**config.mk**
```make
export PLATFORM = sky130hd
export DESIGN_NAME = mm_result_drain
export DESIGN_NICKNAME = d
export VERILOG_FILES = /design/src/rtl/mm_result_drain_pkg.sv /design/src/rtl/mm_result_bank.sv /design/src/rtl/mm_result_drain.sv
export SDC_FILE = /design/constraint.sdc
export NUM_CORES = 1
export LEC_CHECK = 0
export CAP_MARGIN = 30
export CORE_AREA = 4 4 428 430
export CTS_BUF_LIST = sky130_fd_sc_hd__clkbuf_8
export CTS_CLUSTER_SIZE = 28
export DETAILED_ROUTE_END_ITERATION = 8
export DIE_AREA = 0 0 432 434
export GPL_TIMING_DRIVEN = 0
export MAX_ROUTING_LAYER = met4
export PLACE_DENSITY = 0.5
export SLEW_MARGIN = 15
export SYNTH_ARGS = -nofsm -noshare
export SYNTH_HDL_FRONTEND = slang
export SYNTH_SLANG_ARGS = --single-unit
```
**constraint.sdc**
```tcl
create_clock -name clock -period 29.9 [get_ports clock]
set_input_delay 5.98 -clock clock [delete_from_list [all_inputs] [get_ports clock]]
set_output_delay 5.98 -clock clock [all_outputs]
set_load 0.03 [all_outputs]
```
**src/rtl/mm_result_drain_pkg.sv**
```systemverilog
// Shared sizes and state encoding for the MM result drain.
package mm_result_drain_pkg;

  localparam int unsigned W       = 16;            // element width
  localparam int unsigned NWORDS  = 16;            // words per matrix (8 rows x 2 halves)
  localparam int unsigned WORD_W  = 4 * W;         // one word = 4 elements
  localparam int unsigned IDX_W   = $clog2(NWORDS);
  localparam int unsigned FRAME_W = 8;             // completed-matrix counter width

  typedef enum logic [0:0] {
    StIdle,
    StStream
  } state_e;

endpackage

```
**src/rtl/mm_result_bank.sv**
```systemverilog
// Snapshot register file: all words written together on load, one registered read port.
module mm_result_bank
  import mm_result_drain_pkg::*;
(
  input  logic                     clock,
  input  logic                     reset,
  input  logic                     load,
  input  logic [NWORDS*WORD_W-1:0] wr_data,
  input  logic [IDX_W-1:0]         rd_idx,
  output logic [WORD_W-1:0]        rd_data
);

  logic [WORD_W-1:0] mem_q [NWORDS];
  logic [WORD_W-1:0] rd_q;

  // Capture the whole matrix in one edge; contents need no reset.
  always_ff @(posedge clock) begin
    if (load) begin
      for (int k = 0; k < int'(NWORDS); k++) begin
        mem_q[k] <= wr_data[k*WORD_W +: WORD_W];
      end
    end
  end

  // Registered read of the next index; on a load word 0 bypasses the bank so the
  // first beat is ready one cycle after capture.
  always_ff @(posedge clock) begin
    if (reset) begin
      rd_q <= '0;
    end else if (load) begin
      rd_q <= wr_data[WORD_W-1:0];
    end else begin
      rd_q <= mem_q[rd_idx];
    end
  end

  assign rd_data = rd_q;

endmodule

```
**src/rtl/mm_result_drain.sv**
```systemverilog
// Takes one finished 8x8 result matrix, snapshots it, and streams it row-major as 16 words.
module mm_result_drain
  import mm_result_drain_pkg::*;
(
  input  logic                     clock,
  input  logic                     reset,
  input  logic                     res_valid,
  output logic                     res_ready,
  input  logic [NWORDS*WORD_W-1:0] res_data,
  output logic                     out_valid,
  input  logic                     out_ready,
  output logic [WORD_W-1:0]        out_data,
  output logic [IDX_W-1:0]         out_idx,
  output logic                     out_last,
  output logic                     busy,
  output logic [FRAME_W-1:0]       frames
);

  localparam logic [IDX_W-1:0] LastIdx = IDX_W'(NWORDS - 1);

  state_e             state_q, state_d;
  logic [IDX_W-1:0]   idx_q, idx_d;
  logic [FRAME_W-1:0] frames_q, frames_d;

  logic beat_fire;
  logic final_fire;
  logic load;

  // State, beat index and frame counter registers.
  always_ff @(posedge clock) begin
    if (reset) begin
      state_q  <= StIdle;
      idx_q    <= '0;
      frames_q <= '0;
    end else begin
      state_q  <= state_d;
      idx_q    <= idx_d;
      frames_q <= frames_d;
    end
  end

  // Next state: advance on accepted beats; the final beat may immediately reload.
  always_comb begin
    state_d  = state_q;
    idx_d    = idx_q;
    frames_d = frames_q;
    unique case (state_q)
      StIdle: begin
        if (load) begin
          state_d = StStream;
          idx_d   = '0;
        end
      end
      StStream: begin
        if (final_fire) begin
          frames_d = frames_q + 1'b1;
          idx_d    = '0;
          state_d  = load ? StStream : StIdle;
        end else if (beat_fire) begin
          idx_d = idx_q + 1'b1;
        end
      end
      default: begin
        state_d = StIdle;
        idx_d   = '0;
      end
    endcase
  end

  // Handshake outputs; res_ready opens combinationally on the accepted final beat so a
  // waiting matrix follows with no bubble.
  always_comb begin
    out_valid  = (state_q == StStream);
    out_last   = out_valid && (idx_q == LastIdx);
    beat_fire  = out_valid && out_ready;
    final_fire = beat_fire && out_last;
    res_ready  = (state_q == StIdle) || final_fire;
    load       = res_valid && res_ready;
    busy       = (state_q != StIdle);
    out_idx    = idx_q;
  end

  assign frames = frames_q;

  mm_result_bank u_bank (
    .clock   (clock),
    .reset   (reset),
    .load    (load),
    .wr_data (res_data),
    .rd_idx  (idx_d),
    .rd_data (out_data)
  );

endmodule

```
==> impl_results.md <==
- # H-tree levels: 4
- Clk slew on worst S/H paths: 60 ps
- Critical path endpoint category: output pin
- WS Path Type: input port to output pin
- Slew HR: 0.2139
- Most frequent cells in the layout: clkdlybuf4s50_1, edfxtp_1, nand2_1
- DIE AREA: 187500 µm²
- Skew final: 53.04 ps
- P_sw: 912.0 µW
- Highest clock rate: 72.13 MHz
- Clk pwr share: 0.394
- Simple-gate area share of the yosys netlist: 0.1188
- Register area share after synthesis: 0.7698
- RSZ-0062 raised after global routing: false
- CTS tree: built
- Mux contribution to synthesized area: 0.02798
- Initial DRC Count: 3441
- Share of flip-flops with an asynchronous set or reset: 0
- Initial Util: 0.2334
- Fin crit share: 0.4637
- DRC Markers: 0
- Ys Warns: 0
- Post-synthesis cell area: 41950 µm²
- Dpl ws: 16070 ps
- Antenna violations before repair: 98
- Gr ovfl total: 0
- CP required: 23920 ps
- Routed via count: 31980
- Pin count of the biggest net entering global routing: 114
- Ys flop type: edfxtp_1
- Hold WC Path Type: register to register
- Synth Area in Adders: 0.0005965
- Worst stage delay on the critical path: 760 ps
- Final Hold Fails: 0
- Count of state elements after synthesis: 1101
- CP Data Arrival Time: 7880 ps
- Crit path max-delay family: buffers and inverters
- Slowest cell on the critical path: clkdlybuf4s50_1
- RD Place Congestion: 0.9322
- Leakage: 0.02159 µW
- Final Worst Setup Slack: 16040 ps
- Max-cap viol count: 0
- Flop pwr share: 0.502
- Maximum clock insertion buffer count: 3
- Worst path depth: 4
- Bufs and invs on worst path: 2
- P_int: 2717 µW
- Largest family of logic cells by synthesized area: simple AND/OR/NAND/NOR gates
- # IOs: 1108
- Startpoint types: input port
- Final setup viols: 0
- Total track usage: 0.2301
- Peak VDD IR: 0.04393 mV
- Mean routed wirelength per cell: 31.68 µm
- Cells along the critical path: clkdlybuf4s50_1, nand4_1, nand2_1, clkdlybuf4s50_1
- Synth unique cells: 45
- First-pass GRT wire length: 279.0 mm
- Post-CTS setup buffer count: 0
- EDFF count, synth: 1024
- Hold-fix buffers, CTS: 0
- Sink Count: 1101
- Area Growth Syn to Fin: 44.86%
- Combinational share of power: 0.104
- Final Max Tran Viols: 0
- Clk Latency, worst-skew pair: 960 ps
- XOR/XNOR Fraction of Synth Area: 0.001044
- Vias in the first global route: 31220
- Avg Cell Area, Syn: 14.21 µm²
- Die H: 434 µm
- Placed wire-length estimate: 172.9 mm
- Core area: 179800 µm²
- Num CTS Buffers: 200
- Pre-antenna DRT Iters: 5
- Compound-Gate Fraction of Synth Area: 0.06100
- Final Cell Area: 60770 µm²
- Sw Ratio: 0.2513
- Hold depth: 2
- Slew @ Worst Pin: 1168 ps
- Worst R2R Path Depth: 9
- Area of placed instances: 56640 µm²
- Status: completed
- Root Driver: clkbuf_8
- DRT antenna net count: 0
- I/O Buffers: 1106
- Synth Net Count: 3982
- Fraction of layout cells with a size suffix above 1: 0.09323
- P per Cell Area: 59.71 nW/µm²
- Via/cell ratio: 4.631
- Worst Path Max Fanout: 8
- Cells after Synth: 2952
- CP dominant cell by count: clkdlybuf4s50_1
- Commonest non-fill, non-tap cell in the layout: clkdlybuf4s50_1
- Die X: 432 µm
- Final Routed Wirelength: 218.8 mm
- Core Rows: 156
- Final Net Count: 5325
- Final Util: 0.3380
- Period minus WS final: 13860 ps
- CTS resizes: 0
[through the flow]
step / std cells / power, µW / setup TNS, ps / hold slack (ps)
2_1_floorplan: 2952 / 2043 / 0 / 606.4
3_3_place_gp: 6428 / 2338 / -9828860 / 469.5
3_5_place_dp: 6461 / 2228 / 0 / 495.9
4_1_cts: 6830 / 3672 / 0 / 506.5
5_1_grt: 6894 / 3766 / 0 / 524.5
6_report: 6906 / 3629 / 0 / 497.8
[tightest hold or removal path: stages, from the launching register on]
cell	delay (ps)
dfxtp_1	320
o21ai_0	70
a21oi_1	60
[routing by layer]
metal	track usage	vias up	share of wire
li1	-	13930	-
met1	0.2874	16130	0.41
met2	0.3758	1603	0.49
met3	0.04573	322	0.070
met4	0.07428	0	0.028
met5	-	-	0
[state kept, by name, indices dropped and copies added (netlist names)]
register / count
busy: 1
u_bank.mem_q: 1024
frames: 8
out_idx: 4
u_bank.rd_data: 64
[cells in the mapped netlist (all sizes together) (3+ instances only)]
| cell | n | share of area |
|---|---|---|
| edfxtp | 1024 | 0.73 |
| nand2 | 716 | 0.064 |
| nand3 | 215 | 0.026 |
| a21oi | 160 | 0.019 |
| mux2i | 115 | 0.027 |
| buf | 99 | 0.012 |
| clkbuf | 90 | 0.0081 |
| nand4 | 78 | 0.012 |
| dfxtp | 77 | 0.037 |
| nor2 | 73 | 0.0065 |
| a32oi | 55 | 0.011 |
| a31oi | 42 | 0.0063 |
| o21bai | 42 | 0.0075 |
| o22ai | 42 | 0.0063 |
| or3 | 18 | 0.0027 |
| and3 | 17 | 0.0025 |
| nor4 | 17 | 0.0045 |
| a311oi | 15 | 0.0031 |
| o221ai | 15 | 0.0031 |
| a211oi | 6 | 0.0011 |
| o21ai | 5 | 0.00060 |
| inv | 4 | 0.00036 |
| xor2 | 4 | 0.00084 |
| a22o | 3 | 0.00063 |
[cell type report]
type	instances	area, µm²
Sequential cell	1101	32290
Antenna cell	74	185.2
Multi-Input combinational cell	1658	8830
Clock inverter	149	888.4
Clock buffer	220	3028
Inverter	4	22.52
Tap cell	2370	2965
Fill cell	17920	119000
Buffer	189	860.8
Timing Repair Buffer	1141	11700
[path summary, 6_finish.rpt]
check                  from                 to  slack (ps)
setup reg to reg       busy  u_bank.rd_data[3]       25270
hold reg to reg   frames[7]          frames[7]         500
hold / removal    frames[7]          frames[7]         500
setup / recovery  out_ready          res_ready       16040
[kinds of logic after synthesis]
logic type	count (synthesis)
compound gates	393
xor+xnor	5
fa+ha+maj	2
buf+inv	193
flops	1101
mux	117
simple gates	1141
[power groups by stage]
stage | Clock, µW | Combinational (µW) | Sequential (µW)
6_report | 1430 | 376 | 1820
5_1_grt | 1540 | 397 | 1830
4_1_cts | 1470 | 379 | 1820
3_5_place_dp | 0 | 377 | 1850
3_3_place_gp | 0 | 366 | 1970
2_1_floorplan | 0 | 109 | 1930
No activity file was read; power rests on OpenSTA's default activity.
==> patch, RTL diff (same settings) <==
Reset style: asynchronous (`reset`), changed in 2 clocked blocks.
--- a/src/rtl/mm_result_bank.sv
+++ b/src/rtl/mm_result_bank.sv
@@ -24,7 +24,7 @@
 
   // Registered read of the next index; on a load word 0 bypasses the bank so the
   // first beat is ready one cycle after capture.
-  always_ff @(posedge clock) begin
+  always_ff @(posedge clock or posedge reset) begin
     if (reset) begin
       rd_q <= '0;
     end else if (load) begin
--- a/src/rtl/mm_result_drain.sv
+++ b/src/rtl/mm_result_drain.sv
@@ -27,7 +27,7 @@
   logic load;
 
   // State, beat index and frame counter registers.
-  always_ff @(posedge clock) begin
+  always_ff @(posedge clock or posedge reset) begin
     if (reset) begin
       state_q  <= StIdle;
       idx_q    <= '0;
Formal check against the unedited RTL: not equivalent (a bounded check fails within 4 cycles, from zero or initial values and one cycle with reset high; the reset may be asserted at any time).
==> patch against the unedited design <==
- wire length decreased by 13%
- cell area decreased by 0.68%
- via count is 10% lower
- critical path depth unchanged
- hold slack got worse by 0.029 ns
- synthesized area is 0.19% lower
- worst setup slack improved by 0.18 ns
- sequential cell count did not move
- critical endpoint unchanged
Power is not compared: it rests on default switching activity, and its combinational part moved more than twofold at a synthesized area within 25%.
==> patch: results (changes against the unedited design) <==
yosys-top-cells-area: "edfxtp_1 73%, nand2_1 4.7%, dfrtp_1 4.6%"
post_drt_wl_per_cell_um: 29.4  # -7.1%
status: "completed"
clockRootBuffer: "clkbuf_8"
r2r-start: "out_idx[0]"
synthTopCellsByCount: "1024 x edfxtp_1, 524 x nand2_1, 139 x nand3_1, 109 x mux2i_1, 77 x dfrtp_1"
peakVddDrop_v: 0.0000347
yosys_warnings: 0  # unchanged
worstHoldEndpoint: "frames[7]"
largest_reg_flops: 1024  # unchanged
place_area_um2: 56300  # -0.58%
hpwl_um: 146000  # -16%
synthCells: 2505  # -15%
drive_above_1_share_pct: 11.9  # +2.6 points
largest-register: "u_bank.mem_q"
clk_pin_slew_ns: 0.05
stdcell_count: 6445  # -6.7%
cts_resized: 0  # unchanged
gr-usage-all-layers_pct: 20.0  # -3.0 points
gp_congestion: 0.891  # -4.5%
ff2ff_path_depth: 12  # +3
nets: 4859  # -8.8%
htree_num_levels: 4  # unchanged
ys_seq_area_share_pct: 78.0  # +1.1 points
detail_route.iter0.violations: 2623  # -24%
tns_ns: 0  # unchanged
synth_edf_count: 1024  # unchanged
drt_pre_antenna_iters: 6  # +1
antenna_found_initial: 75  # -23%
whs_ns: 0.468  # -0.0293 ns
numCtsBuffers: 199  # -0.50%
rr_endpoint: "u_bank.mem_q[6][35]"
cts_buffer_depth: 3  # unchanged
hold_path.class: "flop to flop"
pre_cts_ws_ns: 16.20  # +0.135 ns
cellLeakagePower_uw: 0.0207
placed_cells: 5997  # -7.2%
cp.arrival_ns: 7.70  # -0.18 ns
clock-skew-final_ns: 0.103  # +0.0497 ns
synthArstFlopShare_pct: 6.99  # +7.0 points
grt_first_pass_wirelength_um: 246000  # -12%
holdPathStages: 1  # -1
portBuffers: 1107  # +0.090%
insertion_delay_ns: 0.98  # +0.02 ns
ys_types: 55  # +22%
cts_setup_buffers: 0  # unchanged
rrSetupSlack_ns: 24.18  # -1.09 ns
ys.flop_type: "edfxtp_1"
min_from: "frames[7]"
vias: 28800  # -10%
synth_nets: 3535  # -11%
multi_input_area_um2: 8320  # -5.8%
cp_max_fo: 8  # unchanged
maxSlewHeadroom_pct: 37.1  # +16 points
grt_max_degree: 100  # -12%
fill_cells: 17700  # -1.4%
[patch: changes by cell type in the layout (fill, tap and decap cells not counted), sizes merged, moves of 46 or more]
cell,delta
a21oi,-91
dfrtp,+77
dfxtp,-77
mux4,+76
nand2,-192
nand3,-75
nand4,-60
nor2,-46
[patch: cell type report]
class                      count  area share (%)
clock inverter               152            1.32
tap                         2370            4.91
buffer                       148            1.42
timing repair buffer        1123            19.0
inverter                       7          0.0601
sequential                  1101            54.1
multi-input combinational   1249            13.8
clock buffer                 222            5.06
antenna                       73           0.303
[patch: metal layers]
metal / up-vias / share of wire, % / global-route usage, %
li1: 12600 / - / -
met1: 14500 / 37 / 22.0
met2: 1394 / 52 / 34.4
met3: 275 / 7.8 / 5.37
met4: 0 / 3.3 / 7.70
met5: - / 0 / -
[patch: how the worst max path moves through the flow]
stage	start	endpoint	slack (ns)	cells past startpoint
after global routing	out_ready	res_ready	16.18	4
after CTS	out_ready	res_ready	16.19	4
after floorplan	out_ready	u_bank.rd_data[43]	8.33	8
final	out_ready	res_ready	16.22	4
after detailed placement	out_ready	res_ready	16.20	4
after global placement	out_ready	u_bank.rd_data[43]	-2.07	9
[patch: power by group]
group          switching [uW]  internal, uW
clock network             684           698
logic                     970           530
registers                33.7          1780
total                    1690          3010
[patch: worst max-delay path, stage by stage]
cell and delay [ns]:
clkdlybuf4s50_1 0.67, nand4_1 0.13, nand2_1 0.14, clkdlybuf4s50_1 0.77
[patch: cells by family (layout without fill, tap and decap cells)]
kind of cell    count (synthesis)  count (layout)  synth area share [%]
compound gates                317             317                  5.53
xor+xnor                        7               7                 0.146
fa+ha+maj                       2               2                0.0598
buf+inv                       155            1652                  2.09
flops                        1101            1101                  78.0
mux                           188             188                  6.80
other cells                     0              73                     0
simple gates                  735             735                  7.33
